--- src/rtl/led_status_pkg.sv ---
// Shared definitions for the LED status controller: channel mode encoding
// and a width helper used to size counters and the channel select.
package led_status_pkg;

    typedef enum logic [1:0] {
        MODE_OFF   = 2'd0,
        MODE_ON    = 2'd1,
        MODE_BLINK = 2'd2,
        MODE_PWM   = 2'd3
    } led_mode_e;

    // Bits needed to hold 0..v-1, never less than one.
    function automatic int min1_clog2(input int v);
        return (v <= 1) ? 1 : $clog2(v);
    endfunction

endpackage

--- src/rtl/led_timebase.sv ---
// Shared timebase: prescaler tick, free-running PWM counter and the
// blink phase that every channel follows.
module led_timebase
    import led_status_pkg::*;
#(
    parameter int PWM_BITS    = 8,
    parameter int PRESCALE    = 1000,
    parameter int BLINK_TICKS = 256
) (
    input  logic                clk_i,
    input  logic                rst_i,
    output logic                tick_o,
    output logic                wrap_o,
    output logic [PWM_BITS-1:0] pwm_cnt_o,
    output logic                phase_o
);

    localparam int PS_W = min1_clog2(PRESCALE);
    localparam int BT_W = min1_clog2(BLINK_TICKS);

    logic [PS_W-1:0]     ps_q, ps_d;
    logic [PWM_BITS-1:0] pwm_q, pwm_d;
    logic [BT_W-1:0]     bl_q, bl_d;
    logic                phase_q, phase_d;
    logic                tick;

    always_comb begin
        tick    = (ps_q == PS_W'(PRESCALE - 1));
        ps_d    = tick ? '0 : ps_q + 1'b1;
        pwm_d   = pwm_q;
        bl_d    = bl_q;
        phase_d = phase_q;
        if (tick) begin
            pwm_d = pwm_q + 1'b1;
            if (bl_q == BT_W'(BLINK_TICKS - 1)) begin
                bl_d    = '0;
                phase_d = ~phase_q;
            end else begin
                bl_d = bl_q + 1'b1;
            end
        end
    end

    always_ff @(posedge clk_i) begin
        if (rst_i) begin
            ps_q    <= '0;
            pwm_q   <= '0;
            bl_q    <= '0;
            phase_q <= 1'b0;
        end else begin
            ps_q    <= ps_d;
            pwm_q   <= pwm_d;
            bl_q    <= bl_d;
            phase_q <= phase_d;
        end
    end

    // wrap_o marks the edge where the PWM counter rolls over to zero.
    assign tick_o    = tick;
    assign wrap_o    = tick && (pwm_q == '1);
    assign pwm_cnt_o = pwm_q;
    assign phase_o   = phase_q;

endmodule

--- src/rtl/led_status_ctrl.sv ---
// Multi-channel LED controller: per-channel OFF/ON/BLINK/PWM modes driven
// from one shared timebase, with period-aligned PWM duty updates.
module led_status_ctrl
    import led_status_pkg::*;
#(
    parameter int N_CH        = 4,
    parameter int PWM_BITS    = 8,
    parameter int PRESCALE    = 1000,
    parameter int BLINK_TICKS = 256,
    parameter bit ACTIVE_LOW  = 1'b0
) (
    input  logic                                         CLK_IN,
    input  logic                                         RST,
    input  logic                                         CFG_WE,
    input  logic [((N_CH > 1) ? $clog2(N_CH) : 1)-1:0]   CFG_CH,
    input  logic [1:0]                                   CFG_MODE,
    input  logic [PWM_BITS-1:0]                          CFG_DUTY,
    output logic                                         CFG_ERR,
    output logic [N_CH-1:0]                              LED
);

    localparam int CH_W = (N_CH > 1) ? $clog2(N_CH) : 1;

    logic                tick;
    logic                wrap;
    logic [PWM_BITS-1:0] pwm_cnt;
    logic                phase;
    logic                cfg_valid;
    logic [N_CH-1:0]     level_d, level_q;
    logic [N_CH-1:0]     led_q;
    logic                err_q;

    led_timebase #(
        .PWM_BITS    (PWM_BITS),
        .PRESCALE    (PRESCALE),
        .BLINK_TICKS (BLINK_TICKS)
    ) u_timebase (
        .clk_i     (CLK_IN),
        .rst_i     (RST),
        .tick_o    (tick),
        .wrap_o    (wrap),
        .pwm_cnt_o (pwm_cnt),
        .phase_o   (phase)
    );

    assign cfg_valid = (32'(CFG_CH) < 32'(N_CH));

    for (genvar g = 0; g < N_CH; g++) begin : g_ch
        led_mode_e           mode_q;
        logic [PWM_BITS-1:0] pend_q;
        logic [PWM_BITS-1:0] act_q;
        logic                ch_we;
        logic                ch_level;

        assign ch_we = CFG_WE && cfg_valid && (CFG_CH == CH_W'(g));

        // Non-PWM writes load the active duty at once; PWM writes wait for
        // the counter rollover so a running period is never cut short.
        always_ff @(posedge CLK_IN) begin
            if (RST) begin
                mode_q <= MODE_OFF;
                pend_q <= '0;
                act_q  <= '0;
            end else begin
                if (ch_we) begin
                    mode_q <= led_mode_e'(CFG_MODE);
                    pend_q <= CFG_DUTY;
                end
                if (ch_we && (CFG_MODE != MODE_PWM)) begin
                    act_q <= CFG_DUTY;
                end else if (wrap) begin
                    act_q <= ch_we ? CFG_DUTY : pend_q;
                end
            end
        end

        always_comb begin
            ch_level = 1'b0;
            case (mode_q)
                MODE_OFF:   ch_level = 1'b0;
                MODE_ON:    ch_level = 1'b1;
                MODE_BLINK: ch_level = phase;
                MODE_PWM:   ch_level = (pwm_cnt < act_q);
                default:    ch_level = 1'b0;
            endcase
        end

        assign level_d[g] = ch_level;
    end

    // Two register stages: level sample, then polarity-adjusted drive.
    always_ff @(posedge CLK_IN) begin
        if (RST) begin
            level_q <= '0;
            led_q   <= {N_CH{ACTIVE_LOW}};
            err_q   <= 1'b0;
        end else begin
            level_q <= level_d;
            led_q   <= level_q ^ {N_CH{ACTIVE_LOW}};
            err_q   <= CFG_WE && !cfg_valid;
        end
    end

    assign LED     = led_q;
    assign CFG_ERR = err_q;

    logic unused_tick;
    assign unused_tick = tick;

endmodule

--- config.mk ---
export PLATFORM = sky130hd
export DESIGN_NAME = led_status_ctrl
export DESIGN_NICKNAME = d
export VERILOG_FILES = /design/src/rtl/led_status_pkg.sv /design/src/rtl/led_timebase.sv /design/src/rtl/led_status_ctrl.sv
export SDC_FILE = /design/constraint.sdc
export NUM_CORES = 1
export LEC_CHECK = 0
export CAP_MARGIN = 20
export CORE_MARGIN = 2
export CORE_UTILIZATION = 39
export DETAILED_ROUTE_END_ITERATION = 16
export HOLD_SLACK_MARGIN = 0.1
export SLEW_MARGIN = 20
export SYNTH_ARGS = -nofsm -noshare
export SYNTH_HDL_FRONTEND = slang
export SYNTH_SLANG_ARGS = --single-unit
--- constraint.sdc ---
create_clock -name CLK_IN -period 1.85 [get_ports CLK_IN]
set_input_delay 0.37 -clock CLK_IN [delete_from_list [all_inputs] [get_ports CLK_IN]]
set_output_delay 0.37 -clock CLK_IN [all_outputs]
set_load 0.1 [all_outputs]
==> flow_summary.toml <==
[timing]
finClkSkew_ps = 11.4
rsz0062_at_grt = "true"
hold_viol_final = 0
setup_viol = 1
finalWorstSetupSlack_ps = -33.5
timing.final.crit_share_pct = 102
hold-worst-slack_ps = 429
timing.final.crit_period_ps = 1880
max_clock_freq_mhz = 531
slew_violations = 0

[cts]
numClockSinks = 107
numCtsBuffers = 9
clk_latency_ps = 350
worst_setup_hold_path_clk_slew_ps = 70
htree_num_levels = 3
tritoncts = "done"
clockBufferDepth = 2
clk_root_buf = "clkbuf_16"
ctsHoldBuffers = 0

[worst_setup_path]
worstSetupEndpointType = "register"
path_class = "reg2reg"
reg2reg_depth = 6
sort_of_element_at_the_start_of_the_critical_path = "register"
worst-endpoint-required_ps = 2130
cp_data_arrival_time_ps = 2160
critical_path_peak_fanout = 8
worst-r2r-setup-slack_ps = -30

[yosys]
syn_nets = 560
yosys_register_bits = 107
synth-seq-area-share_pct = 46.1
post_synth_xor_area_fraction_pct = 3.96
synthesis.area_per_instance_um2 = 9.04
netlist_area_um2 = 4650
synthesis.yosys.warnings = 0
post_synth_and_or_nand_nor_area_fraction_pct = 18.0
netlist_instances = 514
adder_cell_area_share_of_the_yosys_netlist_pct = 8.35
synth_top_family_by_area = "simple AND/OR/NAND/NOR gates"
post_synth_num_cell_types = 40
synth.mux.area_fraction_pct = 7.41
compound_cell_area_share_of_the_yosys_netlist_pct = 11.2

[route]
drtIter0Drc = 268
ant_nets = 0
drc = 1
route.vias.total = 3567
vias_per_cell = 5.04
routed_wire_length_per_instance_um = 14.9
drt_pre_antenna_iters = 10
wirelength_um = 10500

[pwr]
vdd_drop_max_uv = 505
share_of_total_power_in_combinational_logic_pct = 6.5
internal_power_mw = 3.52
netSwitchingPower_mw = 1.05
share_clk_of_total_power_pct = 41.8
power_density_nw_per_um2 = 807
finalPower_mw = 4.57
power_switching_share_pct = 23.1
seq_power_share_pct = 51.8
power_leakage_nw = 2.21

[finish]
seq_area_um2 = 2150
area_delta_synth_final_pct = 21.9
multi_input_comb_area_um2 = 2360
fin_nets = 606
final_antenna_diode_count = 0
fill_cells = 1114
layout_cell_share_with_drive_strength_beyond_1_pct = 14.7
instances_no_fill = 708

[global_routing]
track_usage_pct = 17.1
grt_pass1_wl_um = 16900
grt.overflow.total = 0
via_count_of_the_first_global_routing_pass = 3396
grt_antenna_before_repair = 0
grt_start_max_net_pins = 32

[die]
die_area_um2 = 12800
initial_core_util_pct = 40.3
placement_rows = 39
num_ports = 20
chipHeight_um = 113
fp.coreArea_um2 = 11500
die_w_um = 113

[place]
dp.cells = 687
port-buffer-count = 18
dp_hpwl_um = 7380
detailedPlace.worstSlack_ps = -132
gpl.final_weighted_congestion = 0.826

[hold_path]
worstHoldPathCells = 2
hold_path_class = "in2reg"

[flow_run]
timing.max_cap.violations = 0

[run_status]
violated_checks = "design-rule violations, negative setup slack"
result_of_the_run = "finished with violations"
layer usage:
layer  part of all wire, %  track usage (%)  up-vias
met5                     0                0        -
met4                   1.0             4.80        0
met3                   4.2             4.12        8
met2                    46             27.3       47
met1                    48             23.2     1670
li1                      -                -     1842
per-stage QoR:
step | setup TNS [ps] | utilization (%) | cell area (µm²)
floorplan | 0 | - | 4650
global placement | -188 | 45.5 | 5240
detailed placement | -705 | 45.5 | 5240
CTS | 0 | 48.3 | 5560
global route | -497 | 49.2 | 5660
finish | -33.5 | 49.2 | 5660
cells by family after synthesis:
group / count (synthesis)
xor gates and xnor gates: 21
AOI/OAI and AO/OA: 81
adders and majority gates: 31
buffers and inverters: 56
other: 1
and+or+nand+nor: 183
DFF: 107
muxes: 34
power by group through the flow:
stage / clock, mW / sequential [mW] / combinational (mW)
final: 1.91 / 2.37 / 0.295
after global placement: 0 / 2.42 / 0.283
after detailed placement: 0 / 2.42 / 0.287
after global routing: 2.04 / 2.37 / 0.324
after CTS: 1.95 / 2.37 / 0.289
after floorplan: 0 / 2.42 / 0.159
worst paths after layout:
kind / startpoint / endpoint
hold reg to reg: u_timebase.ps_q[0] / u_timebase.ps_q[0]
setup reg to reg: u_timebase.ps_q[1] / u_timebase.pwm_cnt_o[3]
hold / removal: RST / u_timebase.pwm_cnt_o[6]
setup / recovery: u_timebase.ps_q[1] / u_timebase.pwm_cnt_o[3]
state kept, by name (all words and copies together), names as in the netlist:
signal	flops
u_timebase.phase_o	1
u_timebase.ps_q	10
g_ch.act_q	32
u_timebase.bl_q	8
level_q	4
u_timebase.pwm_cnt_o	8
g_ch.pend_q	32
LED	4
g_ch.mode_q	8
placed cells by master, fill, tap and decap left out, types with 3 or more instances in the layout:
cell type,netlist,routed
a211o_1,3,3
a21oi_1,26,24
and3_1,4,4
buf_12,0,7
buf_4,1,37
clkbuf_16,0,9
clkdlybuf4s50_1,0,13
clkinv_2,0,4
dfxtp_1,107,104
dfxtp_2,0,3
ha_1,31,30
inv_1,33,33
mux2_2,3,3
mux2i_1,31,31
nand2_1,70,69
nand2b_1,12,12
nand3_1,6,6
nand4_1,12,12
nor2_1,54,54
nor2b_1,8,8
nor3_1,6,4
o2111ai_1,3,3
o21a_1,3,3
o21ai_0,11,11
o31ai_1,29,28
xnor2_1,10,10
xor2_1,11,11
repair_timing:
item	in CTS	in global routing
gates resized for setup	1	14
buffers inserted	2	3
endpoints found under the setup margin	11	22
pin swaps	1	8
hold endpoints to repair	0	0
area by class of cell:
class / count / share of cell area, %
well taps: 143 / 3.16
repair buffers: 58 / 9.88
flip-flops and latches: 107 / 37.9
inverters: 33 / 2.19
multi-input cells: 351 / 41.7
clock buffers: 9 / 3.98
clock inverters: 7 / 1.17
Yosys cell counts:
| cell type | instances | area (µm²) |
|---|---|---|
| buf_1 | 3 | 11.3 |
| or4_4 | 1 | 11.3 |
| inv_1 | 33 | 124 |
| nor3b_1 | 1 | 7.51 |
| nor2_1 | 54 | 203 |
| dfxtp_1 | 107 | 2140 |
| or3_1 | 2 | 12.5 |
| nand3_1 | 6 | 30.0 |
| xor2_1 | 11 | 96.3 |
| a211o_1 | 3 | 26.3 |
| buf_4 | 1 | 7.51 |
| buf_2 | 5 | 25.0 |
| or4_1 | 1 | 7.51 |
| o21a_1 | 3 | 22.5 |
| and3_1 | 4 | 25.0 |
| nor4_1 | 1 | 6.26 |
| conb_1 | 1 | 3.75 |
| buf_6 | 1 | 11.3 |
| ha_1 | 31 | 388 |
| mux2i_1 | 31 | 310 |
| o21ai_1 | 2 | 10.0 |
| nor3_1 | 6 | 30.0 |
| nor2b_1 | 8 | 50.1 |
| o31ai_1 | 29 | 218 |
| nand3b_1 | 2 | 15.0 |
| nand4_1 | 12 | 75.1 |
| mux2_2 | 3 | 33.8 |
| nor3_2 | 1 | 10.0 |
| o21ai_0 | 11 | 55.1 |
| nor4b_1 | 1 | 8.76 |
| a21o_1 | 1 | 7.51 |
| o2111ai_1 | 3 | 26.3 |
| or2_2 | 1 | 6.26 |
| a21oi_1 | 26 | 130 |
| nand2b_1 | 12 | 75.1 |
| clkbuf_1 | 13 | 48.8 |
| o21ai_2 | 2 | 17.5 |
| xnor2_1 | 10 | 87.6 |
| o211ai_1 | 1 | 7.51 |
| nand2_1 | 70 | 263 |
worst max-delay path: stages, from the launching register on:
cell and delay, ps:
dfxtp_2 350, ha_4 140, nand2_2 50, or4_4 600, buf_6 170, or3_4 380
a21oi_2 120
Note: power is estimated with default switching activity, not from simulation.
